===== config.mk =====
export PLATFORM = sky130hd
export DESIGN_NAME = giu_cxs_loopback_reflector
export DESIGN_NICKNAME = d
export VERILOG_FILES = /design/src/rtl/giu_loopback_pkg.sv /design/src/rtl/giu_reflect_fifo.sv /design/src/rtl/giu_cxs_loopback_reflector.sv
export SDC_FILE = /design/constraint.sdc
export NUM_CORES = 2
export LEC_CHECK = 0
export ABC_AREA = 1
export BUFFER_PORTS_ARGS = -buffer_cell sky130_fd_sc_hd__buf_2
export CORE_ASPECT_RATIO = 0.75
export CORE_MARGIN = 8
export CORE_UTILIZATION = 40
export DETAILED_ROUTE_END_ITERATION = 10
export PLACE_DENSITY_LB_ADDON = 0.08
export SLEW_MARGIN = 20
export SYNTH_ARGS = -nofsm -noshare
export SYNTH_HDL_FRONTEND = slang
export SYNTH_SLANG_ARGS = --single-unit

===== constraint.sdc =====
create_clock -name clk_clk -period 32.1 [get_ports clk_clk]
set_input_delay 6.42 -clock clk_clk [delete_from_list [all_inputs] [get_ports clk_clk]]
set_output_delay 6.42 -clock clk_clk [all_outputs]
set_load 0.05 [all_outputs]

===== src/rtl/giu_loopback_pkg.sv =====
// Shared types and constants for the GIU loopback path: the reflector FSM
// state encoding and the residency-delay decode.
package giu_loopback_pkg;

  typedef enum logic [1:0] {
    ST_IDLE   = 2'd0,
    ST_ACTIVE = 2'd1,
    ST_DRAIN  = 2'd2
  } loop_state_e;

  localparam int DLY_W = 7;

  localparam logic [DLY_W-1:0] DLY_SEL0 = 7'd0;
  localparam logic [DLY_W-1:0] DLY_SEL1 = 7'd4;
  localparam logic [DLY_W-1:0] DLY_SEL2 = 7'd16;
  localparam logic [DLY_W-1:0] DLY_SEL3 = 7'd64;

  function automatic logic [DLY_W-1:0] decode_delay(input logic [1:0] sel);
    logic [DLY_W-1:0] dly;
    case (sel)
      2'd0:    dly = DLY_SEL0;
      2'd1:    dly = DLY_SEL1;
      2'd2:    dly = DLY_SEL2;
      default: dly = DLY_SEL3;
    endcase
    return dly;
  endfunction

endpackage


===== src/rtl/giu_reflect_fifo.sv =====
// Register FIFO for the loopback reflector: DEPTH entries of DW bits with
// extra-MSB pointers so full and empty are distinguishable without a counter.
module giu_reflect_fifo #(
  parameter int DW    = 512,
  parameter int DEPTH = 4
) (
  input  logic                     clk,
  input  logic                     rst,
  input  logic                     push,
  input  logic [DW-1:0]            push_data,
  input  logic                     pop,
  output logic [DW-1:0]            head_data,
  output logic                     full,
  output logic                     empty,
  output logic [$clog2(DEPTH):0]   count
);

  localparam int AW = $clog2(DEPTH);
  localparam logic [AW:0] PTR_ONE  = {{AW{1'b0}}, 1'b1};
  localparam logic [AW:0] FULL_XOR = {1'b1, {AW{1'b0}}};

  logic [AW:0]   wr_ptr_q, wr_ptr_d;
  logic [AW:0]   rd_ptr_q, rd_ptr_d;
  logic [DW-1:0] mem_q [DEPTH];
  logic [DW-1:0] mem_d [DEPTH];

  // NOTE: every always_comb output is assigned a default first, so no path
  // leaves it unassigned and no latch is inferred.
  always_comb begin
    wr_ptr_d = wr_ptr_q;
    rd_ptr_d = rd_ptr_q;
    mem_d    = mem_q;
    if (push) begin
      wr_ptr_d               = wr_ptr_q + PTR_ONE;
      mem_d[wr_ptr_q[AW-1:0]] = push_data;
    end
    if (pop) begin
      rd_ptr_d = rd_ptr_q + PTR_ONE;
    end
  end

  // NOTE: sequential state is updated with non-blocking assignments so all
  // flops sample their inputs from the same pre-edge values.
  always_ff @(posedge clk or posedge rst) begin
    if (rst) begin
      wr_ptr_q <= '0;
      rd_ptr_q <= '0;
    end else begin
      wr_ptr_q <= wr_ptr_d;
      rd_ptr_q <= rd_ptr_d;
    end
  end

  // NOTE: the storage array is deliberately not reset; the pointers alone
  // define which entries are valid, and a reset on wide data costs routing.
  always_ff @(posedge clk) begin
    mem_q <= mem_d;
  end

  assign empty     = (wr_ptr_q == rd_ptr_q);
  assign full      = ((wr_ptr_q ^ rd_ptr_q) == FULL_XOR);
  assign count     = wr_ptr_q - rd_ptr_q;
  assign head_data = mem_q[rd_ptr_q[AW-1:0]];

endmodule


===== src/rtl/giu_cxs_loopback_reflector.sv =====
// Far-end CXS reflector: buffers flits, holds each head for a programmable
// residency delay, and returns them. Optional bit-flip injection is built
// when GIU_REFLECT_ERR_INJECT_EN is defined.
module giu_cxs_loopback_reflector
  import giu_loopback_pkg::*;
#(
  parameter int DW    = 512,
  parameter int DEPTH = 4
) (
  input  logic                   clk_clk,
  input  logic                   clk_reset,
  input  logic                   reflect_en,
  input  logic [1:0]             delay_sel,
  input  logic                   in_valid,
  output logic                   in_ready,
  input  logic [DW-1:0]          in_data,
  output logic                   out_valid,
  input  logic                   out_ready,
  output logic [DW-1:0]          out_data,
  input  logic                   err_inject,
  input  logic [8:0]             err_bit_sel,
  output logic                   err_pending,
  output logic                   busy,
  output logic [$clog2(DEPTH):0] occupancy,
  output logic [16:0]            flit_count
);

  localparam int AW = $clog2(DEPTH);
  localparam logic [AW:0]   OCC_ONE  = {{AW{1'b0}}, 1'b1};
  localparam logic [16:0]   FLIT_MAX = 17'h1FFFF;
  localparam logic [DW-1:0] BIT_ONE  = {{(DW-1){1'b0}}, 1'b1};

  loop_state_e      state_q, state_d;
  logic [DLY_W-1:0] dly_q, dly_d;
  logic [16:0]      flit_count_q, flit_count_d;
  logic             clear_count;

  logic             push, pop, head_load;
  logic             fifo_full, fifo_empty;
  logic [AW:0]      fifo_count;
  logic [DW-1:0]    head_data;
  logic             mask_en;
  logic [8:0]       mask_bit;

  giu_reflect_fifo #(
    .DW    (DW),
    .DEPTH (DEPTH)
  ) u_fifo (
    .clk       (clk_clk),
    .rst       (clk_reset),
    .push      (push),
    .push_data (in_data),
    .pop       (pop),
    .head_data (head_data),
    .full      (fifo_full),
    .empty     (fifo_empty),
    .count     (fifo_count)
  );

  assign in_ready  = (state_q == ST_ACTIVE) & reflect_en & ~fifo_full;
  assign out_valid = ~fifo_empty & (dly_q == '0);
  assign push      = in_valid & in_ready;
  assign pop       = out_valid & out_ready;

  // A new head appears on a write into an empty FIFO, or on a pop that
  // leaves something behind (including the entry written that same cycle).
  assign head_load = (push & fifo_empty) | (pop & ((fifo_count > OCC_ONE) | push));

  always_comb begin
    state_d     = state_q;
    clear_count = 1'b0;
    case (state_q)
      ST_IDLE: begin
        if (reflect_en) begin
          state_d     = ST_ACTIVE;
          clear_count = 1'b1;
        end
      end
      ST_ACTIVE: begin
        if (!reflect_en) state_d = ST_DRAIN;
      end
      ST_DRAIN: begin
        if (reflect_en)              state_d = ST_ACTIVE;
        else if (fifo_count == '0)   state_d = ST_IDLE;
      end
      default: state_d = ST_IDLE;
    endcase
  end

  always_comb begin
    dly_d = dly_q;
    if (head_load)          dly_d = decode_delay(delay_sel);
    else if (dly_q != '0)   dly_d = dly_q - DLY_W'(1);
  end

  always_comb begin
    flit_count_d = flit_count_q;
    if (clear_count)                         flit_count_d = '0;
    else if (pop && flit_count_q != FLIT_MAX) flit_count_d = flit_count_q + 17'd1;
  end

  always_ff @(posedge clk_clk or posedge clk_reset) begin
    if (clk_reset) begin
      state_q      <= ST_IDLE;
      dly_q        <= '0;
      flit_count_q <= '0;
    end else begin
      state_q      <= state_d;
      dly_q        <= dly_d;
      flit_count_q <= flit_count_d;
    end
  end

`ifdef GIU_REFLECT_ERR_INJECT_EN
  logic       err_arm_q, err_arm_d;
  logic [8:0] err_bit_q, err_bit_d;
  logic       held_q, held_d;
  logic       lock_en_q, lock_en_d;
  logic [8:0] lock_bit_q, lock_bit_d;

  // While a presented flit waits for out_ready its mask is frozen, so a new
  // pulse cannot disturb out_data mid-handshake; it waits for a later flit.
  assign mask_en  = held_q ? lock_en_q  : err_arm_q;
  assign mask_bit = held_q ? lock_bit_q : err_bit_q;

  always_comb begin
    err_arm_d  = err_arm_q & ~(pop & mask_en);
    err_bit_d  = err_bit_q;
    if (err_inject) begin
      err_arm_d = 1'b1;
      err_bit_d = err_bit_sel;
    end
    held_d     = out_valid & ~out_ready;
    lock_en_d  = mask_en;
    lock_bit_d = mask_bit;
  end

  always_ff @(posedge clk_clk or posedge clk_reset) begin
    if (clk_reset) begin
      err_arm_q  <= 1'b0;
      err_bit_q  <= '0;
      held_q     <= 1'b0;
      lock_en_q  <= 1'b0;
      lock_bit_q <= '0;
    end else begin
      err_arm_q  <= err_arm_d;
      err_bit_q  <= err_bit_d;
      held_q     <= held_d;
      lock_en_q  <= lock_en_d;
      lock_bit_q <= lock_bit_d;
    end
  end

  assign err_pending = err_arm_q;
`else
  logic unused_err_in;
  assign unused_err_in = ^{err_inject, err_bit_sel};
  assign mask_en       = 1'b0;
  assign mask_bit      = '0;
  assign err_pending   = 1'b0;
`endif

  assign out_data   = out_valid ? (head_data ^ (mask_en ? (BIT_ONE << mask_bit) : '0)) : '0;
  assign busy       = (state_q != ST_IDLE);
  assign occupancy  = fifo_count;
  assign flit_count = flit_count_q;

endmodule

* Yosys cells after proc, flatten, opt, wreduce, memory -nomap -nowiden *
Index checks and enable logic that the tools add are counted.

word-level totals
  input port bits = 529
  register bits = 2080

cells by class
  multiplexer cells = 19
  reduce and logical (&&, ||, !) cells = 11
  $lt $le $gt $ge = 4
  bitwise logic cells = 14
  add/subtract/negate cells = 5
  eq/ne operators = 10

operators with widths
  kind                     count
  $bwmux W2048             1
  $mux W512                4
  $bmux W512 S2            1
  $demux W512 S2           1
  $mux W17                 2
  $pmux W7 S3              1
  $add A17 B1 Y17 const B  1
  $ne A17 B17 Y1 const B   1
  $mux W7                  2
  $mux W2                  4
  $and A1 B1 Y1            7
  $logic_not A7 Y1         1
  $reduce_bool A7 Y1       1
  $sub A7 B1 Y7 const B    1
  $add A3 B1 Y3 const B    2
  $ge A3 B3 Y1 const B     2
  $not A2 Y3               2
  $pmux W2 S3              1
  $reduce_bool A2 Y1       3
  $eq A2 B1 Y1 const B     2
  $eq A2 B2 Y1 const B     2
  $logic_not A2 Y1         2
  $ne A2 B2 Y1 const B     2
  $eq A3 B3 Y1             1
  other kinds (12)         16

* Longest topological paths before layout *
  word-level depth = 9
  gate-level depth with buffers = 14

* Cells and area by module *
Synthesis repeated with hierarchy kept, for this count alone.

second synthesis, totals
  cell total of the unflattened synthesis = 9391
  area total of the unflattened synthesis = 92210.9 sq um

by module, submodules not included
  module                      times used  area each (sq um)  sequential area each (sq um)  cells each
  giu_reflect_fifo            1           86062.5            61649.1                       8074
  giu_cxs_loopback_reflector  1           6148.4             650.6                         1317

* Worst setup path before layout *
OpenSTA, ideal clock, no wires.

  path kind = input to register
  start = input port reflect_en
  end = register u_fifo.mem_q[0] in the netlist's numbering (enable)
  data arrival time = 28263 ps
  buffers on the path = 0
  stages on the path = 4
  path slack = 2432 ps
  cells stage by stage = inv_1 nor3_1 nand3_1 nor2_1

between the ends
  cells in the longest elaborated chain, start to end = 3

ends and longest elaborated chain
  what                        RTL line                          source
  start: declaration          giu_cxs_loopback_reflector.sv:12  input logic reflect_en,
  $and A1 B1 Y1 (2 in a row)  giu_cxs_loopback_reflector.sv:60  assign in_ready = (state_q == ST_ACTIVE) & reflect_en & ~fifo_full;
  $and A1 B1 Y1               giu_cxs_loopback_reflector.sv:62  assign push = in_valid & in_ready;
  end signal: assignment      giu_reflect_fifo.sv:57            mem_q <= mem_d;
  end: declaration            giu_reflect_fifo.sv:24            logic [DW-1:0] mem_q [DEPTH];

Every way passes these cells.
A chain may end at the register's enable or synchronous reset.

* Final worst setup path *
  start = input port reflect_en
  end = output port in_ready

between the ends
  cells in the longest elaborated chain, start to end = 2

ends and longest elaborated chain
  what                        RTL line                          source
  $and A1 B1 Y1 (2 in a row)  giu_cxs_loopback_reflector.sv:60
  end: declaration            giu_cxs_loopback_reflector.sv:15  output logic in_ready,

Every way passes these cells.

==> results.ini <==
[status]
result_of_the_run = finished clean

[timing]
hold_viol_final = 0
slew_headroom_pct = 26.2
fin_crit_ns = 13.91
setup_total_negative_slack_ns = 0
setup_violations_final = 0
grt_setup_unrepaired = false
layout_worst_path_cycle_share_pct = 43.3
tightestPinTransition_ns = 1.11
final-max-slew-violation-count = 0
fin_worst_skew_ns = 0.0582
max_freq_ghz = 0.0719

[synthesis]
synth-edff-count = 2048
synth.area.top_cells = sky130_fd_sc_hd__edfxtp_1, sky130_fd_sc_hd__nor2_1, sky130_fd_sc_hd__o21ai_0, sky130_fd_sc_hd__a21oi_1, sky130_fd_sc_hd__buf_2
yosys_register_bits = 2080
post-synth-top-count-cell = sky130_fd_sc_hd__nor2_1
post_synth_inst_count = 6314
post_synthesis_cell_area_um2 = 80700
yosys-top-cells-count = sky130_fd_sc_hd__nor2_1, sky130_fd_sc_hd__edfxtp_1, sky130_fd_sc_hd__o21ai_0, sky130_fd_sc_hd__a21oi_1, sky130_fd_sc_hd__clkbuf_1
synth_ff_type = sky130_fd_sc_hd__edfxtp_1
synth_top_area_cell = sky130_fd_sc_hd__edfxtp_1
post_synth.cell_area_avg_um2 = 12.8
seq_area_frac_synth_pct = 77.2
asyncSetResetFlopFracSynth_pct = 1.54
synth.net_count = 6855
synth_warnings = 0
synth_top_area_share_pct = 76.2
synthDistinctLibCells = 31

[pwr]
cellPowerDensity_nw_per_um2 = 77.1
power_leakage_nw = 33.3
vdd_ir_drop_max_v = 0.0000665

[detailed_routing]
dr.first_iter.drc_count = 3912
drt-wirelength-per-cell_um = 23.2
avgViaCountPerCell = 5.05
drc_violation_count_after_routing = 0
antenna_violating_nets_post_route = 0
num_vias = 51300
drt-total-wl_um = 235000
detailedRoute.firstPassIterationCount = 5

[floorplan]
initial_standard_cell_utilization_of_the_core_pct = 40.3
die_w_um = 535
core.rowCount = 142
die_h_um = 405
dieArea_um2 = 216000
num_io_pins = 1065
core_area_um2 = 200000

[cts]
cts-buffers-inserted = 201
worstSkewPairLatency_ns = 0.82
clkSlewWorstSetupHoldPaths_ns = 0.06
cts-hold-fix-buffers = 0
clock_tree_from_tritoncts = built
cts.htree.levels = 4
cts-root-buf = sky130_fd_sc_hd__clkbuf_16
cts_num_sinks = 2080
cts.repair.resized = 0
deepest_clock_path_buffer_count = 3
post-cts-setup-buffer-count = 0

[min_path]
hold_end = state_q[0]$_DFFE_PP0P_
worst_min_delay_path_class = reg -> reg
min-delay-start = state_q[0]$_DFFE_PP0P_
holdPathStages = 1

[grt]
global_route.overflow_total = 0
groute.usage.overall_pct = 20.7
grt_antenna_before_repair = 165
grt_max_degree = 168
first_pass_grt_wire_length_um = 336000
number_of_global_route_vias_before_repair = 48200

[worst_setup_path]
path_common_cell = sky130_fd_sc_hd__buf_2
worstSetupPathType = in -> out
crit_path_end_kind = primary output
regToRegStartpoint = u_fifo.rd_ptr_q[1]$_DFFE_PP0P_
r2r_setup_slack_ns = 24.93
timing.critical_path.arrival_ns = 7.49
cp.buffers_inverters = 3
reg2regPathDepth = 11
cpLargestDelayFamily = simple AND/OR/NAND/NOR gates
crit_path_max_fanout = 4
critical_path.cell_chain = buf_2 > inv_1 > nor3_1 > and2_1 > buf_2
cp_data_required_time_ns = 25.68
critPathSlowestCell = sky130_fd_sc_hd__nor3_1
critical_path.startpoint_type = input port
critical-path-max-stage-delay_ns = 0.35
timing.rr.end = u_fifo.mem_q[670]$_DFFE_PP_

[cells_and_area]
layout_nets = 7783
synthToLayoutAreaGrowth_pct = 17.1
final_layout_size_suffix_gt1_share_pct = 18.8
non_filler_cells_in_the_finished_layout = 10100

[placement]
dp.final_hpwl_um = 140000
port_buffers = 1053
dpl.cell_count = 9703
routabilityCongestion = 0.791

[job]
cap_violations = 0

==> through the flow <==
step / power [mW] / area [µm²] / hold slack [ns] / setup slack (ns) / utilization (%)
floorplan: 4.73 / 80700 / 0.464 / 2.43 / -
global placement: 5.18 / 88300 / 0.484 / 18.23 / 44.1
detailed placement: 5.19 / 88300 / 0.494 / 18.22 / 44.1
CTS: 7.39 / 94300 / 0.503 / 18.22 / 47.1
global route: 7.70 / 94400 / 0.534 / 18.14 / 47.2
finish: 7.28 / 94500 / 0.503 / 18.19 / 47.2
==> how the worst max path moves through the flow <==
stage	cells past startpoint	startpoint	slack, ns	to
final	5	reflect_en	18.19	in_ready
after detailed placement	5	reflect_en	18.22	in_ready
after CTS	5	reflect_en	18.22	in_ready
after global routing	5	reflect_en	18.14	in_ready
after global placement	5	reflect_en	18.23	in_ready
after floorplan	4	reflect_en	2.43	u_fifo.mem_q[0]$_DFFE_PP_
==> layout by cell type (no fill, tap or decap), types with 30 or more instances in the layout <==
cell type and n:
sky130_fd_sc_hd__nand2_1 57, sky130_fd_sc_hd__o21ai_0 974, sky130_fd_sc_hd__inv_1 45, sky130_fd_sc_hd__buf_2 1053
sky130_fd_sc_hd__clkbuf_16 202, sky130_fd_sc_hd__clkbuf_1 59, sky130_fd_sc_hd__o21ai_1 72, sky130_fd_sc_hd__buf_4 62
sky130_fd_sc_hd__a21oi_1 524, sky130_fd_sc_hd__nor2_1 2077, sky130_fd_sc_hd__diode_2 76, sky130_fd_sc_hd__clkinv_1 55
sky130_fd_sc_hd__edfxtp_1 2048, sky130_fd_sc_hd__dfrtp_1 30
==> logic make-up after synthesis <==
logic type	count (synthesis)	synth area share, %
AND/OR/NAND/NOR	2192	10.4
adder cells (fa/ha/maj)	12	0.195
other	1	0.00465
flip-flops	2080	77.2
buffers and inverters	450	2.39
AO/OA/AOI/OAI	1571	9.75
XOR/XNOR	8	0.0869
==> cell type report <==
class	instances	area, µm²
Inverter	50	204
Sequential cell	2080	62300
Fill cell	18100	106000
Multi-Input combinational cell	3784	16500
Tap cell	2664	3330
Antenna cell	76	190
Timing Repair Buffer	1125	5940
Clock buffer	263	5300
Clock inverter	99	696
==> state kept, by name (all words and copies together) (netlist names) <==
register,cells
dly_q,7
flit_count,17
state_q,2
u_fifo.mem_q,2048
u_fifo.rd_ptr_q,3
u_fifo.wr_ptr_q,3
==> routing by layer <==
metal / track usage, % / vias up / wire length [µm]
met5: 0 / - / 275
met4: 10.1 / 44 / 11700
met3: 5.97 / 512 / 16300
met2: 33.6 / 1405 / 113000
met1: 25.4 / 24900 / 93900
li1: - / 24400 / -
==> where the power goes <==
part	leakage, nW	internal, mW	switching, mW
Combinational	11.6	0.505	1.41
Sequential	18.9	3.13	0.0603
Clock	2.92	1.18	1.01
(Power assumes the default switching activity.)
